File: src/rtl/dmem_arbiter_pkg.sv
// Shared definitions for the data-memory arbiter: FSM states, default sizing
// and the saturating stall-counter increment.
package dmem_arbiter_pkg;

  typedef enum logic [1:0] {
    ST_IDLE   = 2'd0,
    ST_RD_CPU = 2'd1,
    ST_RD_DBG = 2'd2
  } arb_state_e;

  localparam int DEF_ADDR_W       = 6;
  localparam int DEF_STARVE_LIMIT = 4;

  localparam logic [15:0] STALL_CNT_MAX = 16'hFFFF;

  function automatic logic [15:0] sat_inc16(input logic [15:0] v);
    return (v == STALL_CNT_MAX) ? v : v + 16'd1;
  endfunction

endpackage

File: src/rtl/dmem_arbiter_starve_ctr.sv
// Grant decision between CPU and debug port, with a starvation counter that
// forces a debug grant after STARVE_LIMIT consecutive CPU wins.
module arb_starve_ctr
  import dmem_arbiter_pkg::*;
#(
  parameter int STARVE_LIMIT = DEF_STARVE_LIMIT,
  localparam int CNT_W = (STARVE_LIMIT < 1) ? 1 : $clog2(STARVE_LIMIT + 1)
) (
  input  logic clk,
  input  logic reset,
  input  logic arb_en,
  input  logic cpu_req,
  input  logic dbg_valid,
  output logic grant_cpu,
  output logic grant_dbg
);

  localparam logic [CNT_W-1:0] LIMIT_C = CNT_W'(STARVE_LIMIT);

  logic [CNT_W-1:0] starve_cnt_q, starve_cnt_d;
  logic             at_limit_s;

  assign at_limit_s = (starve_cnt_q == LIMIT_C);

  // Grant decision: CPU has priority unless debug has waited STARVE_LIMIT grants
  always_comb begin
    grant_cpu = 1'b0;
    grant_dbg = 1'b0;
    if (arb_en) begin
      if (cpu_req && !(dbg_valid && at_limit_s)) begin
        grant_cpu = 1'b1;
      end else if (dbg_valid) begin
        grant_dbg = 1'b1;
      end else begin
        grant_cpu = 1'b0;
      end
    end else begin
      grant_dbg = 1'b0;
    end
  end

  // Starvation count: only meaningful while debug is waiting
  always_comb begin
    starve_cnt_d = starve_cnt_q;
    if (!dbg_valid || grant_dbg) begin
      starve_cnt_d = '0;
    end else if (grant_cpu && !at_limit_s) begin
      starve_cnt_d = starve_cnt_q + CNT_W'(1);
    end else begin
      starve_cnt_d = starve_cnt_q;
    end
  end

  // Starvation counter register
  always_ff @(posedge clk or negedge reset) begin
    if (!reset) begin
      starve_cnt_q <= '0;
    end else begin
      starve_cnt_q <= starve_cnt_d;
    end
  end

endmodule

File: src/rtl/dmem_arbiter.sv
// Single-ported data memory shared by the CPU M stage and a debug/loader port.
// Writes complete in the grant cycle; reads return one cycle later.
module dmem_arbiter
  import dmem_arbiter_pkg::*;
#(
  parameter int ADDR_W       = DEF_ADDR_W,
  parameter int STARVE_LIMIT = DEF_STARVE_LIMIT
) (
  input  logic              clk,
  input  logic              reset,
  input  logic              cpu_req,
  input  logic              cpu_we,
  input  logic [31:0]       cpu_addr,
  input  logic [31:0]       cpu_wdata,
  output logic [31:0]       cpu_rdata,
  output logic              cpu_stall,
  input  logic              dbg_valid,
  output logic              dbg_ready,
  input  logic              dbg_we,
  input  logic [31:0]       dbg_addr,
  input  logic [31:0]       dbg_wdata,
  output logic              dbg_rvalid,
  output logic [31:0]       dbg_rdata,
  output logic              mem_en,
  output logic              mem_we,
  output logic [ADDR_W-1:0] mem_addr,
  output logic [31:0]       mem_wdata,
  input  logic [31:0]       mem_rdata,
  output logic [15:0]       stall_cnt
);

  arb_state_e  state_q, state_d;
  logic [31:0] cpu_hold_q, cpu_hold_d;
  logic [31:0] dbg_hold_q, dbg_hold_d;
  logic [15:0] stall_cnt_q, stall_cnt_d;
  logic        arb_en_s, grant_cpu_s, grant_dbg_s;
  logic        unused_addr_bits_s;

  assign unused_addr_bits_s = ^{cpu_addr[31:ADDR_W+2], cpu_addr[1:0],
                                dbg_addr[31:ADDR_W+2], dbg_addr[1:0]};

  // Gating with reset keeps every grant-driven output quiet while reset is held
  assign arb_en_s = reset && (state_q == ST_IDLE);

  arb_starve_ctr #(
    .STARVE_LIMIT(STARVE_LIMIT)
  ) u_starve_ctr (
    .clk      (clk),
    .reset    (reset),
    .arb_en   (arb_en_s),
    .cpu_req  (cpu_req),
    .dbg_valid(dbg_valid),
    .grant_cpu(grant_cpu_s),
    .grant_dbg(grant_dbg_s)
  );

  // Memory port mux driven by the winning requester
  always_comb begin
    mem_en    = 1'b0;
    mem_we    = 1'b0;
    mem_addr  = '0;
    mem_wdata = 32'd0;
    if (grant_cpu_s) begin
      mem_en    = 1'b1;
      mem_we    = cpu_we;
      mem_addr  = cpu_addr[ADDR_W+1:2];
      mem_wdata = cpu_wdata;
    end else if (grant_dbg_s) begin
      mem_en    = 1'b1;
      mem_we    = dbg_we;
      mem_addr  = dbg_addr[ADDR_W+1:2];
      mem_wdata = dbg_wdata;
    end else begin
      mem_en    = 1'b0;
    end
  end

  // Next state, read-data steering and handshake outputs
  always_comb begin
    state_d    = ST_IDLE;
    cpu_hold_d = cpu_hold_q;
    dbg_hold_d = dbg_hold_q;
    cpu_rdata  = cpu_hold_q;
    dbg_rdata  = dbg_hold_q;
    dbg_rvalid = 1'b0;
    dbg_ready  = grant_dbg_s;
    case (state_q)
      ST_IDLE: begin
        if (grant_cpu_s && !cpu_we) begin
          state_d = ST_RD_CPU;
        end else if (grant_dbg_s && !dbg_we) begin
          state_d = ST_RD_DBG;
        end else begin
          state_d = ST_IDLE;
        end
      end
      ST_RD_CPU: begin
        cpu_rdata  = mem_rdata;
        cpu_hold_d = mem_rdata;
      end
      ST_RD_DBG: begin
        dbg_rvalid = 1'b1;
        dbg_rdata  = mem_rdata;
        dbg_hold_d = mem_rdata;
      end
      default: begin
        state_d = ST_IDLE;
      end
    endcase
    cpu_stall   = reset && cpu_req &&
                  !((grant_cpu_s && cpu_we) || (state_q == ST_RD_CPU));
    stall_cnt_d = cpu_stall ? sat_inc16(stall_cnt_q) : stall_cnt_q;
    stall_cnt   = stall_cnt_q;
  end

  // State and holding registers
  always_ff @(posedge clk or negedge reset) begin
    if (!reset) begin
      state_q     <= ST_IDLE;
      cpu_hold_q  <= 32'd0;
      dbg_hold_q  <= 32'd0;
      stall_cnt_q <= 16'd0;
    end else begin
      state_q     <= state_d;
      cpu_hold_q  <= cpu_hold_d;
      dbg_hold_q  <= dbg_hold_d;
      stall_cnt_q <= stall_cnt_d;
    end
  end

endmodule
File: config.mk
export PLATFORM = sky130hd
export DESIGN_NAME = dmem_arbiter
export DESIGN_NICKNAME = d
export VERILOG_FILES = /design/src/rtl/dmem_arbiter_pkg.sv /design/src/rtl/dmem_arbiter_starve_ctr.sv /design/src/rtl/dmem_arbiter.sv
export SDC_FILE = /design/constraint.sdc
export NUM_CORES = 1
export LEC_CHECK = 0
export CAP_MARGIN = 15
export CORE_MARGIN = 5
export CORE_UTILIZATION = 34
export DETAILED_ROUTE_END_ITERATION = 10
export PLACE_DENSITY = 0.8
export REMOVE_ABC_BUFFERS = 1
export SYNTH_ARGS = -nofsm -noshare
export SYNTH_HDL_FRONTEND = slang
export SYNTH_SLANG_ARGS = --single-unit
File: constraint.sdc
create_clock -name clk -period 2.35 [get_ports clk]
set_input_delay 0.235 -clock clk [delete_from_list [all_inputs] [get_ports clk]]
set_output_delay 0.235 -clock clk [all_outputs]
set_load 0.01 [all_outputs]
==> Word-level counts from Yosys, hierarchy flattened <==
Cells that the tools add are included.
{ "totals": {"reg_bits": 85, "wordCells": 53, "in_bits": 166, "output_inout_bits": 123} }
{ "op_classes": {"addsub": 2, "muxes": 21, "bitwise": 1, "n_reduce_logical": 20, "n_eq_ne": 4} }
{ "op_table": {"columns": ["operator", "n"], "rows": [
  ["$mux W32", 4],
  ["$add A16 B1 Y16 const B", 1],
  ["$eq A16 B16 Y1 const B", 1],
  ["$mux W6", 2],
  ["$mux W1", 10],
  ["$logic_and A1 B1 Y1", 9],
  ["$logic_not A1 Y1", 6],
  ["$mux W2", 3],
  ["$mux W3", 2],
  ["$add A3 B1 Y3 const B", 1],
  ["$eq A3 B3 Y1 const B", 1],
  ["$eq A2 B1 Y1 const B", 1],
  ["$eq A2 B2 Y1 const B", 1],
  ["$logic_not A2 Y1", 1],
  ["$logic_or A1 B1 Y1", 2],
  ["$reduce_and A2 Y1", 1],
  ["$reduce_bool A2 Y1", 1],
  ["$not A1 Y1", 1]
]} }

==> Depth between registers and ports, before layout <==
Gate-level depths: netlist of run 1.
{ "logic_depth": {"depth_word": 11, "mapped_depth": 8, "ltp_nobuf": 6} }

==> Cells and area by module <==
From an unflattened synthesis of run 1, not the netlist that was laid out.
{ "unflattened": {"cells_unflattened": 296, "area_unflattened_um2": 3903.7} }
{ "modules_own_cells": {"columns": ["module", "cells_per_inst", "seq_area_each_um2", "area_per_inst_um2", "n_inst"], "rows": [
  ["dmem_arbiter", 273, 2052.0, 3694.8, 1],
  ["arb_starve_ctr", 23, 75.1, 209.0, 1]
]} }

==> Least setup slack after synthesis of run 1 <==
OpenSTA, ideal clock, no wires.
{ "synth_timing": {"path_type": "reg2reg", "startpoint": "reg stall_cnt_q[0], in the netlist stall_cnt[0]", "endpoint": "reg stall_cnt_q[1], in the netlist stall_cnt[1]", "synth_period_minus_slack_ps": 1781, "n_path_buf": 0, "t_required_ps": 2225, "arrival_time_ps": 1656, "slack_ps": 569, "setup_time_ps": 125, "stages_incl_launch_ff": 6, "path_cell_list": "dfrtp_1 > ha_1 > nand4_1 > nor4_4 > nor2_2 > mux2_4"} }
{ "synth_between": {"elab_chain_len": 3, "elab_cells_between_ends": 4, "cone_classes": "add/sub (1); eq/ne (1); bitwise (1); reduce/logical (1)"} }
{ "synth_rtl": {"columns": ["element", "line", "source"], "rows": [
  ["start: declaration", "dmem_arbiter.sv:35", "logic [15:0] stall_cnt_q, stall_cnt_d;"],
  ["start signal: assignment", "dmem_arbiter.sv:127", "stall_cnt_q <= stall_cnt_d;"],
  ["branches (longest 3 deep; another with $add A16 B1 Y16)", null, null]
]} }
Parallel ways; which one is timed is not known.
A chain may end at the register's enable or synchronous reset.

==> Worst setup path in the final report of run 1 <==
{ "layout_timing": {"startpoint": "reg state_q[1]", "endpoint": "out dbg_rdata[9]"} }
{ "layout_between": {"elab_chain_len": 2} }
{ "layout_rtl": {"columns": ["element", "line", "source"], "rows": [
  ["start: declaration", "dmem_arbiter.sv:32", "arb_state_e state_q, state_d;"],
  ["start signal: assignment", "dmem_arbiter.sv:124", "state_q <= state_d;"],
  ["$eq A2 B2 Y1", "dmem_arbiter.sv:87", "case (state_q)"],
  ["$mux W32", "dmem_arbiter.sv:87", null],
  ["end: declaration", "dmem_arbiter.sv:23", "output logic [31:0] dbg_rdata,"]
]} }
No other way between the ends.

==> results.md, run 1 <==
* Worst slew margin at around three fifths
* Crit-path max cell delay at approximately 490 ps
* Ratio of cells with drive above 1 in the final layout at between 20% and 30%
* Reg-to-Reg Start: stall_cnt[0]$_DFFE_PN0P_
* EDFF count, synth at 0
* Power Density at a little under 700 mW/mm^2
* Crit Reg-Reg Endpoint: stall_cnt[1]$_DFFE_PN0P_
* Final setup viols at 0
* Flop2flop setup slack at roughly 330 ps
* DR DRC count at 0
* Post-DP HPWL at 10.2 mm
* DRT iter0 DRCs at between 100 and 150
* Vias in the first global route at ~3700
* CP endpoint kind: primary output
* Worst EP required at between 2000 and 2500 ps
* Area contributors post-synth: dfrtp_1, mux2_2, a22o_1
* CTS clk-pin slew, worst paths at approximately 60 ps
* Final nets at around 720
* DIE AREA at about 0.014 sq mm
* GPL Wtd Cong at ~0.83
* Worst Hold Class: input pin to flip-flop
* Fillcell total at roughly 900
* Port bufs at between 200 and 250
* Synth top area share at between 50% and 60%
* Vias post-DR at approximately 3400
* DR WL/cell at between 15 and 20 um
* Register area share after synthesis at between 50 and 60%
* Fin crit period at roughly 2300 ps
* Via density at between 4 and 5
* Max frequency at 439 MHz
* Hold_sp: dbg_we
* Worst R2R Path Depth at 5
* Fin crit share at 96.9%
* Yosys Warn Count at 0
* Max Slew Vio Count at 0
* CTS tree: done
* Unrepaired setup endpoints after global routing: yes
* Hold Path Stages at 2
* Final Total Pwr at 4.80 mW
* TNS Setup at 0 ps
* Leakage power at around 3.4 nW
* Hold Fails Final Rpt at 0
* Critical path, cell by cell: buf_4, nand2b_2, buf_12, mux2_2, clkdlybuf4s50_1
* Rows at 39
* Mapped Area at approximately 0.004 sq mm
* Clock Skew at 5.56 ps
* Fraction of synthesis flops using an asynchronous set or reset pin at 100%
* Initial antenna violation count at 0
* Hold Path Sink: state_q[1]$_DFF_PN0_
* Worst-Margin Slew at slightly above 600 ps
* VDD IR max at 427 uV
* Worst path slowest cell: clkdlybuf4s50_1
* Area added between synthesis and finish at 77.7%
* Run status: complete, no violations
* Most numerous cell in the Yosys netlist: dfrtp_1
* Data arrival, critical path at around 2000 ps
* CTS sink cnt at 85
* Multi-input logic area at roughly 0.0017 sq mm
* Clock H-tree levels at 3
* Deepest clock path buffer count at 2
* Top Ports at around 290
* Clk_lat worst skew at about 340 ps
* Critical path class: flip-flop to primary output
* Top cells by count, synth: dfrtp_1, mux2_2, a22o_1
* #FFs+latches synth at 85
* Worst-path fanout max at 16
* Fin Hold WS at 475 ps
* Post-Place Cell Area at approximately 0.0065 sq mm
* Post-synth top area cell: dfrtp_1
* Syn Inst Count at 294
* Post-synth cell types at 38
* GRT overflow at 0
* All-Layer GR Usage at between 10% and 20%
* Height of the die at about 120 um
* Starting Density at between 30 and 40%
* Core area at approximately 0.011 sq mm
* Max-cap violations at 0
* DRT antenna net count at 0
* First drt pass iteration count at 4
* Post-route cell area at 0.00691 sq mm
* Most used DFF post-synth: dfrtp_1
* Post-Syn Area per Cell at ~13 sq um
* Detailed Route WL at around 13 mm
* Critical path launch point type: flip-flop
* Die W at 117 um
* Root buffer cell: clkbuf_16
* Cts bufs inserted at 9
* Largest net degree at the start of global routing at between 40 and 50
* First-pass GRT wire length at approximately 20 mm
* FF/Latch Area at ~0.0021 sq mm
per-layer routing:
metal	track usage, %	wire length [um]	part of all wire (%)
met1	19.7	4480	34
met2	35.3	7230	54
met3	6.12	1160	8.7
met4	7.87	397	3.0
met5	0	0	0
power by group:
group / internal, mW / switching [mW] / leakage (nW)
registers: 1.77 / 0.117 / 1.03
clock network: 0.768 / 0.548 / 0.138
logic: 0.929 / 0.663 / 2.20
total: 3.47 / 1.33 / 3.36
sequential cells by signal (all words and copies together) (netlist names):
signal and flops:
dbg_hold_q 32, stall_cnt 16, state_q 2, u_starve_ctr.starve_cnt_q 3
cpu_hold_q 32
worst max-delay path by stage:
stage               cells after the start                                     start            end
finish                                  5                      state_q[1]$_DFF_PN0_   dbg_rdata[9]
global route                            7                      state_q[0]$_DFF_PN0_  mem_wdata[21]
CTS                                     8  u_starve_ctr.starve_cnt_q[0]$_DFFE_PN0P_  mem_wdata[21]
detailed placement                      6                                   cpu_req  mem_wdata[21]
global placement                        6                                   cpu_req  mem_wdata[21]
floorplan                               4                      state_q[0]$_DFF_PN0_    mem_addr[0]
what timing repair did:
item                                   in CTS  in global routing
hold buffers                                3                  0
gates resized for setup                   115                 45
setup endpoints to repair                  73                 54
pin swaps                                   1                  0
setup buffers                               4                  3
endpoints found under the hold margin       6                  0
gates cloned                                2                  0
metrics by stage:
stage	worst slack [ps]	cells	utilization (%)
6_report	72.5	699	61.1
5_1_grt	-9.99	698	61.0
4_1_cts	-18.7	695	60.8
3_5_place_dp	34.2	670	57.7
3_3_place_gp	55.8	670	57.7
2_1_floorplan	-545	277	-
placed cells by master, fill, tap and decap left out, types with 3 or more instances in the layout:
master           instances
clkdlybuf4s50_1        135
dfrtp_1                 85
mux2_2                  64
dlygate4sd2_1           56
a22o_1                  39
dlymetal6s2s_1          25
buf_4                   16
xor2_1                  12
nor3_1                  11
clkbuf_2                10
clkbuf_16                9
buf_2                    9
nand3_1                  7
buf_12                   7
inv_1                    6
nand2_1                  5
nor3b_1                  4
nor2_1                   4
and2_1                   3
clkinv_2                 3
critical path: cells and delay by family, from the launching register on:
family | cells | cell delay (ps)
DFF | 1 | 400
and+or+nand+nor | 1 | 120
buffers and inverters | 3 | 820
muxes | 1 | 360
cell families after synthesis:
logic type / after synthesis / synth area share, %
xor gates and xnor gates: 14 / 3.15
AOI/OAI and AO/OA: 48 / 10.3
and+or+nand+nor: 55 / 9.01
buffers and inverters: 23 / 2.67
muxes: 66 / 19.2
DFF: 85 / 54.7
adders and majority gates: 3 / 0.965
cell type report:
class / count / share of cell area [%]
antenna: 1 / 0.0362
sequential: 85 / 30.8
inverter: 6 / 0.326
multi-input combinational: 186 / 24.7
clock buffer: 12 / 3.71
timing repair buffer: 262 / 37.5
tap: 143 / 2.59
clock inverter: 4 / 0.326
Note: power is estimated with default switching activity, not from simulation.
==> run 2: changes to the inputs <==
--- a/config.mk
+++ b/config.mk
@@ -5,11 +5,12 @@
 export SDC_FILE = /design/constraint.sdc
 export NUM_CORES = 1
 export LEC_CHECK = 0
+export ABC_AREA = 1
 export CAP_MARGIN = 15
 export CORE_MARGIN = 5
-export CORE_UTILIZATION = 34
+export CORE_UTILIZATION = 35
 export DETAILED_ROUTE_END_ITERATION = 10
-export PLACE_DENSITY = 0.8
+export PLACE_DENSITY = 0.81
 export REMOVE_ABC_BUFFERS = 1
 export SYNTH_ARGS = -nofsm -noshare
 export SYNTH_HDL_FRONTEND = slang
==> run 2 against run 1 <==
Net effect: cell area is 1.5% higher; core utilization rose by 0.15 points; wire length up 3.4%; synthesized area grew 5.7%; die area increased by 2.5%; highest routed layer unchanged; via count increased by 22%; critical endpoint is now cpu_rdata[17]; register-to-register slack better by 200 ps; clock-buffer cell count is 3 lower; sequential power about the same.
==> results.md, run 2 <==
* Most common cell after layout, fill and taps aside: nand2_1
* Detailed Route WL at 13.7 mm (+3.4%)
* Post-Syn Area per Cell at 7.56 sq um (-43%)
* Worst Hold Class: input pin to async pin
* Cts bufs inserted at 9 (unchanged)
* Unrepaired setup endpoints after global routing: yes
* Port bufs at 236 (unchanged)
* Commonest cells after routing, fill and taps aside: nand2_1, clkdlybuf4s50_1, dfrtp_1
* Power Density at 669 mW/mm^2 (-3.6%)
* First-pass GRT wire length at 21.3 mm (+7.6%)
* Most used DFF post-synth: dfrtp_1
* Reg-to-Reg Start: u_starve_ctr.starve_cnt_q[0]$_DFFE_PN0P_
* Top cells by count, synth: nand2_1, dfrtp_1, o21ai_0
* CTS sink cnt at 85 (unchanged)
* Register area share after synthesis at 51.7% (-3.0 points)
* Ratio of cells with drive above 1 in the final layout at 6.12% (-19 points)
* Max Slew Vio Count at 0 (unchanged)
* Via density at 4.53 (-7.8%)
* EDFF count, synth at 0 (unchanged)
* Critical path class: flip-flop to primary output
* Worst path slowest cell: clkdlybuf4s50_1
* Run status: complete, no violations
* CP endpoint kind: primary output
* Mapped Area at 0.00411 sq mm (+5.7%)
* DR DRC count at 0 (unchanged)
* GRT overflow at 0 (unchanged)
* Yosys Warn Count at 0 (unchanged)
* Die W at 118 um (+1.2%)
* CP top delay family: buffers and inverters
* #FFs+latches synth at 85 (unchanged)
* CTS tree: done
* All-Layer GR Usage at 18.4% (-0.62 points)
* Most numerous cell in the Yosys netlist: nand2_1
* Critical path, cell by cell: inv_1, nand2_2, buf_4, o21ai_0, clkdlybuf4s50_1
* Crit-path max cell delay at 610 ps (+120 ps)
* Rows at 39 (unchanged)
* Data arrival, critical path at 2020 ps (-20 ps)
* CTS clk-pin slew, worst paths at 60 ps (about the same)
* Worst-path fanout max at 14 (-2)
* Core area at 0.0115 sq mm (+1.3%)
* First drt pass iteration count at 4 (unchanged)
* Worst EP required at 2120 ps (about the same)
* DRT iter0 DRCs at 170 (+30%)
* Largest net degree at the start of global routing at 82 (+86%)
* Crit Reg-Reg Endpoint: stall_cnt[11]$_DFFE_PN0P_
* DR WL/cell at 14.8 um (-22%)
* GPL Wtd Cong at 0.822 (-1.4%)
* Placed Cells at 908 (+36%)
* Clock Skew at 4.61 ps (-0.950 ps)
* Height of the die at 118 um (+1.2%)
* Fin crit period at 2250 ps (-27.4 ps)
* Leakage power at 3.58 nW (+6.5%)
* Syn Inst Count at 544 (+85%)
* DRT antenna net count at 0 (unchanged)
* Initial antenna violation count at 0 (unchanged)
* Clock H-tree levels at 3 (unchanged)
* Top Ports at 289 (unchanged)
* Final core occ at 61.2% (+0.15 points)
* Post-synth cell types at 23 (-39%)
* Root buffer cell: clkbuf_16
* Final nets at 951 (+32%)
* Fin crit share at 95.7% (-1.2 points)
* Synth top area share at 51.7% (-3.0 points)
* Worst R2R Path Depth at 10 (+5)
* Diodes inserted at 0 (-1)
* Worst-Margin Slew at 1030 ps (+410 ps)
* Starting Density at 35.9% (+1.5 points)
* Buf/Inv on CP at 3 (unchanged)
* Final setup viols at 0 (unchanged)
* Fraction of synthesis flops using an asynchronous set or reset pin at 100% (unchanged)
* Vias in the first global route at 4100 (+9.7%)
* Critical path launch point type: flip-flop
* Fin Hold WS at 279 ps (-196 ps)
* Max frequency at 444 MHz (+1.2%)
* Post-DP HPWL at 10.1 mm (-0.88%)
* Deepest clock path buffer count at 2 (unchanged)
* Critical path launch point: state_q[1]$_DFF_PN0_
* DIE AREA at 0.0140 sq mm (+2.5%)
* VDD IR max at 522 uV (+22%)
* Max-cap violations at 0 (unchanged)
* Hold Fails Final Rpt at 0 (unchanged)
* Post-synth top area cell: dfrtp_1
* Clk_lat worst skew at 330 ps (about the same)
* Vias post-DR at 4201 (+22%)
* TNS Setup at 0 ps (unchanged)
* Flop2flop setup slack at 530 ps (+200 ps)
* Area added between synthesis and finish at 70.7%
* Post-route cell area at 0.00702 sq mm (+1.5%)
* Worst slew margin at 31.5% (-27 points)
* Area contributors post-synth: dfrtp_1, nand2_1, o21ai_0
* Post-Place Cell Area at 0.00667 sq mm (+2.1%)
* Non-filler instance count after layout at 927 (+33%)
-- run 2: kinds of logic (layout without fill, tap and decap cells) --
group	count (synthesis)	count (layout)	synth area share, %
AOI/OAI and AO/OA	70	70	8.58
DFF	85	85	51.7
adders and majority gates	3	3	0.913
and+or+nand+nor	303	303	29.4
xor gates and xnor gates	10	10	2.13
buffers and inverters	73	313	7.27
-- run 2: worst max-delay path by stage --
stage / endpoint / slack, ps / depth (start not counted)
after floorplan: stall_cnt[0]$_DFFE_PN0P_ / 260 / 6
after global placement: mem_wdata[28] / 50 / 9
after detailed placement: mem_wdata[28] / 20 / 9
after CTS: dbg_rdata[24] / 2 / 6
after global routing: dbg_rdata[7] / -7 / 7
final: cpu_rdata[17] / 100 / 5
-- run 2: cell type report --
class                   instances  area [sq um]
fillers                      1002          4450
well taps                     143           179
clock buffers                   9           225
repair buffers                250          2560
clock inverters                 4          27.5
flip-flops and latches         85          2130
multi-input cells             386          1710
inverters                      50           193
-- run 2: routing by layer --
layer	wire [um]	vias to the layer above	GRT usage [%]
met1	5570	1892	21.8
met5	0	-	0
met2	6910	144	31.6
li1	-	2153	-
met4	187	0	5.67
met3	1050	12	6.26
-- run 2: power by group --
group	switching, mW	internal [mW]	leakage, nW
registers	0.118	1.75	1.07
clock network	0.547	0.699	0.127
logic	0.718	0.859	2.39
-- run 2: stage by stage --
step	total power [mW]	setup WS (ps)
floorplan	2.45	265
global placement	3.48	50.6
detailed placement	3.51	17.5
CTS	4.75	1.58
global route	4.99	-7.09
finish	4.69	99.9
-- run 2: what timing repair did --
item | 4_1_cts | 5_1_grt
setup buffers | 0 | 1
cloned | 0 | 4
hold endpoints to repair | 4 | 0
pin swaps | 1 | 2
hold buffers | 1 | 0
endpoints found under the setup margin | 49 | 66
gates resized for setup | 51 | 58
==> run 3: changes to the inputs <==
==> constraint.sdc (replaced) <==
create_clock -name clk -period 2.2 [get_ports clk]
set_input_delay 0.22 -clock clk [delete_from_list [all_inputs] [get_ports clk]]
set_output_delay 0.22 -clock clk [all_outputs]
set_load 0.01 [all_outputs]
==> run 3 against run 2 <==
Net effect: sequential power increased by 6%; die area unchanged; via count increased by 1.9%; critical path type unchanged; highest routed layer unchanged; critical path depth increased by 5; largest power group unchanged; cell area increased by 1.2%; total power increased by 7.2%; hold slack got worse by 92 ps; final cell count increased by 1.7%; register-to-register slack got worse by 110 ps; setup slack improved by 2.1 ps; largest cell class unchanged.
==> results.md, run 3 (same netlist as run 2, synthesis figures left out) <==
* Sw Share at 30.1% (+0.64 points)
* DRT iter0 DRCs at 147 (-14%)
* Final core occ at 62.0% (+0.74 points)
* Critical path, cell by cell: inv_2, ha_4, nand3_2, nand2_4, nand3_4, inv_4, buf_6, buf_12, buf_16, clkdlybuf4s15_1
* DR WL/cell at 14.7 um (-0.43%)
* Port bufs at 236 (unchanged)
* Max frequency at ~480 MHz
* Post-route setup slack at 102 ps (+2.14 ps)
* Initial antenna violation count at 0 (unchanged)
* Fin crit period at between 2000 and 2500 ps
* VDD IR max at 584 uV (+12%)
* Vias post-DR at 4282 (+1.9%)
* Starting Density at 35.9% (unchanged)
* Critical path class: flip-flop to primary output
* Diodes inserted at 0 (unchanged)
* Run status: complete, no violations
* Die W at 118 um (unchanged)
* CP top delay family: buffers and inverters
* Clk_lat worst skew at 330 ps (about the same)
* Worst-Margin Slew at 1080 ps (+56.0 ps)
* Hold Fails Final Rpt at 0 (unchanged)
* Crit-path max cell delay at 390 ps (-220 ps)
* Worst slew margin at 27.8% (-3.7 points)
* Post-DP HPWL at 9.94 mm (-1.8%)
* Largest net degree at the start of global routing at 86 (+4.9%)
* Root buffer cell: clkbuf_16
* Seq pwr share at 39.6% (-0.2 points)
* DR DRC count at 0 (unchanged)
* Final setup viols at 0 (unchanged)
* Placed Cells at 914 (+0.66%)
* Max-cap violations at 0 (unchanged)
* Gate power share at 32.0% (-1.6 points)
* Final nets at 964 (+1.4%)
* Buf/Inv on CP at 6 (+3)
* Via density at 4.54 (+0.20%)
* DIE AREA at 0.0140 sq mm (unchanged)
* CTS clk-pin slew, worst paths at 60 ps (about the same)
* Worst path slowest cell: dfrtp_1
* Power Density at 708 mW/mm^2 (+5.9%)
* DRT antenna net count at 0 (unchanged)
* Top Ports at 289 (unchanged)
* First drt pass iteration count at 4 (unchanged)
* Rows at 39 (unchanged)
* Clock power share at 28.3% (+1.7 points)
* Detailed Route WL at 13.9 mm (+1.3%)
* Net Sw Power at 1.51 mW (+9.5%)
* Max Slew Vio Count at 0 (unchanged)
* Clock H-tree levels at 3 (unchanged)
* Ratio of cells with drive above 1 in the final layout at 12.6% (+6.5 points)
* Area added between synthesis and finish at 72.7%
* Non-filler instance count after layout at 943 (+1.7%)
* CTS sink cnt at 85 (unchanged)
* TNS Setup at 0 ps (unchanged)
* Most common cell after layout, fill and taps aside: nand2_1
* Leakage power at 3.94 nW (+10%)
* Deepest clock path buffer count at 2 (unchanged)
* Worst-path fanout max at 9 (-5)
* Data arrival, critical path at 1880 ps (-140 ps)
* Cts bufs inserted at 9 (unchanged)
* Internal at 3.52 mW (+6.2%)
* Place WS at -56.0 ps (-73.5 ps)
* CTS tree: done
* Critical path launch point type: flip-flop
* Height of the die at 118 um (unchanged)
* Vias in the first global route at 4083 (-0.41%)
* CP endpoint kind: primary output
* Hold_buf cts at 0 (-1)
* First-pass GRT wire length at 21.8 mm (+2.2%)
* Worst Hold Class: input pin to async pin
* Fin Hold WS at 187 ps (-92.3 ps)
* Core area at 0.0115 sq mm (unchanged)
* Worst EP required at 1980 ps (-140 ps)
* Fin crit share at ~95%
* GPL Wtd Cong at 0.804 (-2.1%)
* Commonest cells after routing, fill and taps aside: nand2_1, clkdlybuf4s50_1, dfrtp_1
* All-Layer GR Usage at 19.0% (+0.59 points)
* Clock Skew at 7.34 ps (+2.73 ps)
* GRT overflow at 0 (unchanged)
-- run 3: cell count changes in the layout (fill, tap and decap cells not counted), moves of 3 or more --
cell / delta
o21ai_1: +17
o21ai_0: -17
clkdlybuf4s15_2: +3
buf_4: +11
dlymetal6s2s_1: +24
clkbuf_16: -3
clkbuf_2: +6
buf_2: +26
clkdlybuf4s15_1: -13
clkdlybuf4s50_1: -45
-- run 3: layer usage --
layer | global-route usage [%] | up-vias | wire length [um]
li1 | - | 2187 | -
met4 | 5.88 | 0 | 160
met3 | 5.59 | 8 | 1000
met2 | 32.5 | 151 | 7020
met5 | 0 | - | 0
met1 | 23.2 | 1936 | 5720
-- run 3: what timing repair did --
| action | 4_1_cts | 5_1_grt |
|---|---|---|
| pin swaps | 3 | 3 |
| endpoints found under the setup margin | 75 | 81 |
| buffers inserted | 6 | 4 |
| cloned | 4 | 0 |
| gates resized for setup | 176 | 87 |
-- run 3: per-stage QoR --
| step | power [mW] | area (sq um) |
|---|---|---|
| detailed placement | 3.75 | 6710 |
| floorplan | 2.62 | 4000 |
| global route | 5.34 | 7100 |
| finish | 5.03 | 7100 |
| global placement | 3.72 | 6710 |
| CTS | 5.12 | 7070 |
-- run 3: worst paths after layout --
check,from,end,slack [ps],cells after the start
worst max-delay path,u_starve_ctr.starve_cnt_q[0]$_DFFE_PN0P_,dbg_ready,100,10
worst min-delay path,reset,cpu_hold_q[28]$_DFF_PN0_,190,2
worst max register to register,u_starve_ctr.starve_cnt_q[0]$_DFFE_PN0P_,stall_cnt[11]$_DFFE_PN0P_,420,11
worst min register to register,cpu_hold_q[18]$_DFF_PN0_,cpu_hold_q[18]$_DFF_PN0_,490,2
max in group asynchronous,reset,stall_cnt[8]$_DFFE_PN0P_,1310,2
min in group clk,mem_rdata[21],cpu_hold_q[21]$_DFF_PN0_,470,3
-- run 3: worst reg2reg max path, cell delays in order, from the launching register on --
cell and delay, ps:
dfrtp_1 390, inv_2 80, ha_4 130, nand3_2 90, nand2_4 100, nor2_4 50
buf_4 150, nand2_4 50, buf_4 120, nand3_2 270, nand2_1 160, nand2_1 60
-- run 3: final cells by class --
type / count / area (sq um)
inverters: 50 / 190
clock buffers: 12 / 246
clock inverters: 4 / 30.0
repair buffers: 263 / 2600
flip-flops and latches: 85 / 2130
fillers: 1026 / 4360
multi-input cells: 386 / 1730
well taps: 143 / 179
-- run 3: power by group through the flow --
| stage | combinational, mW | sequential [mW] | clock, mW |
|---|---|---|---|
| CTS | 1.67 | 1.99 | 1.46 |
| finish | 1.61 | 1.99 | 1.43 |
| floorplan | 0.610 | 2.01 | 0 |
| detailed placement | 1.73 | 2.02 | 0 |
| global route | 1.77 | 2.03 | 1.54 |
| global placement | 1.71 | 2.01 | 0 |
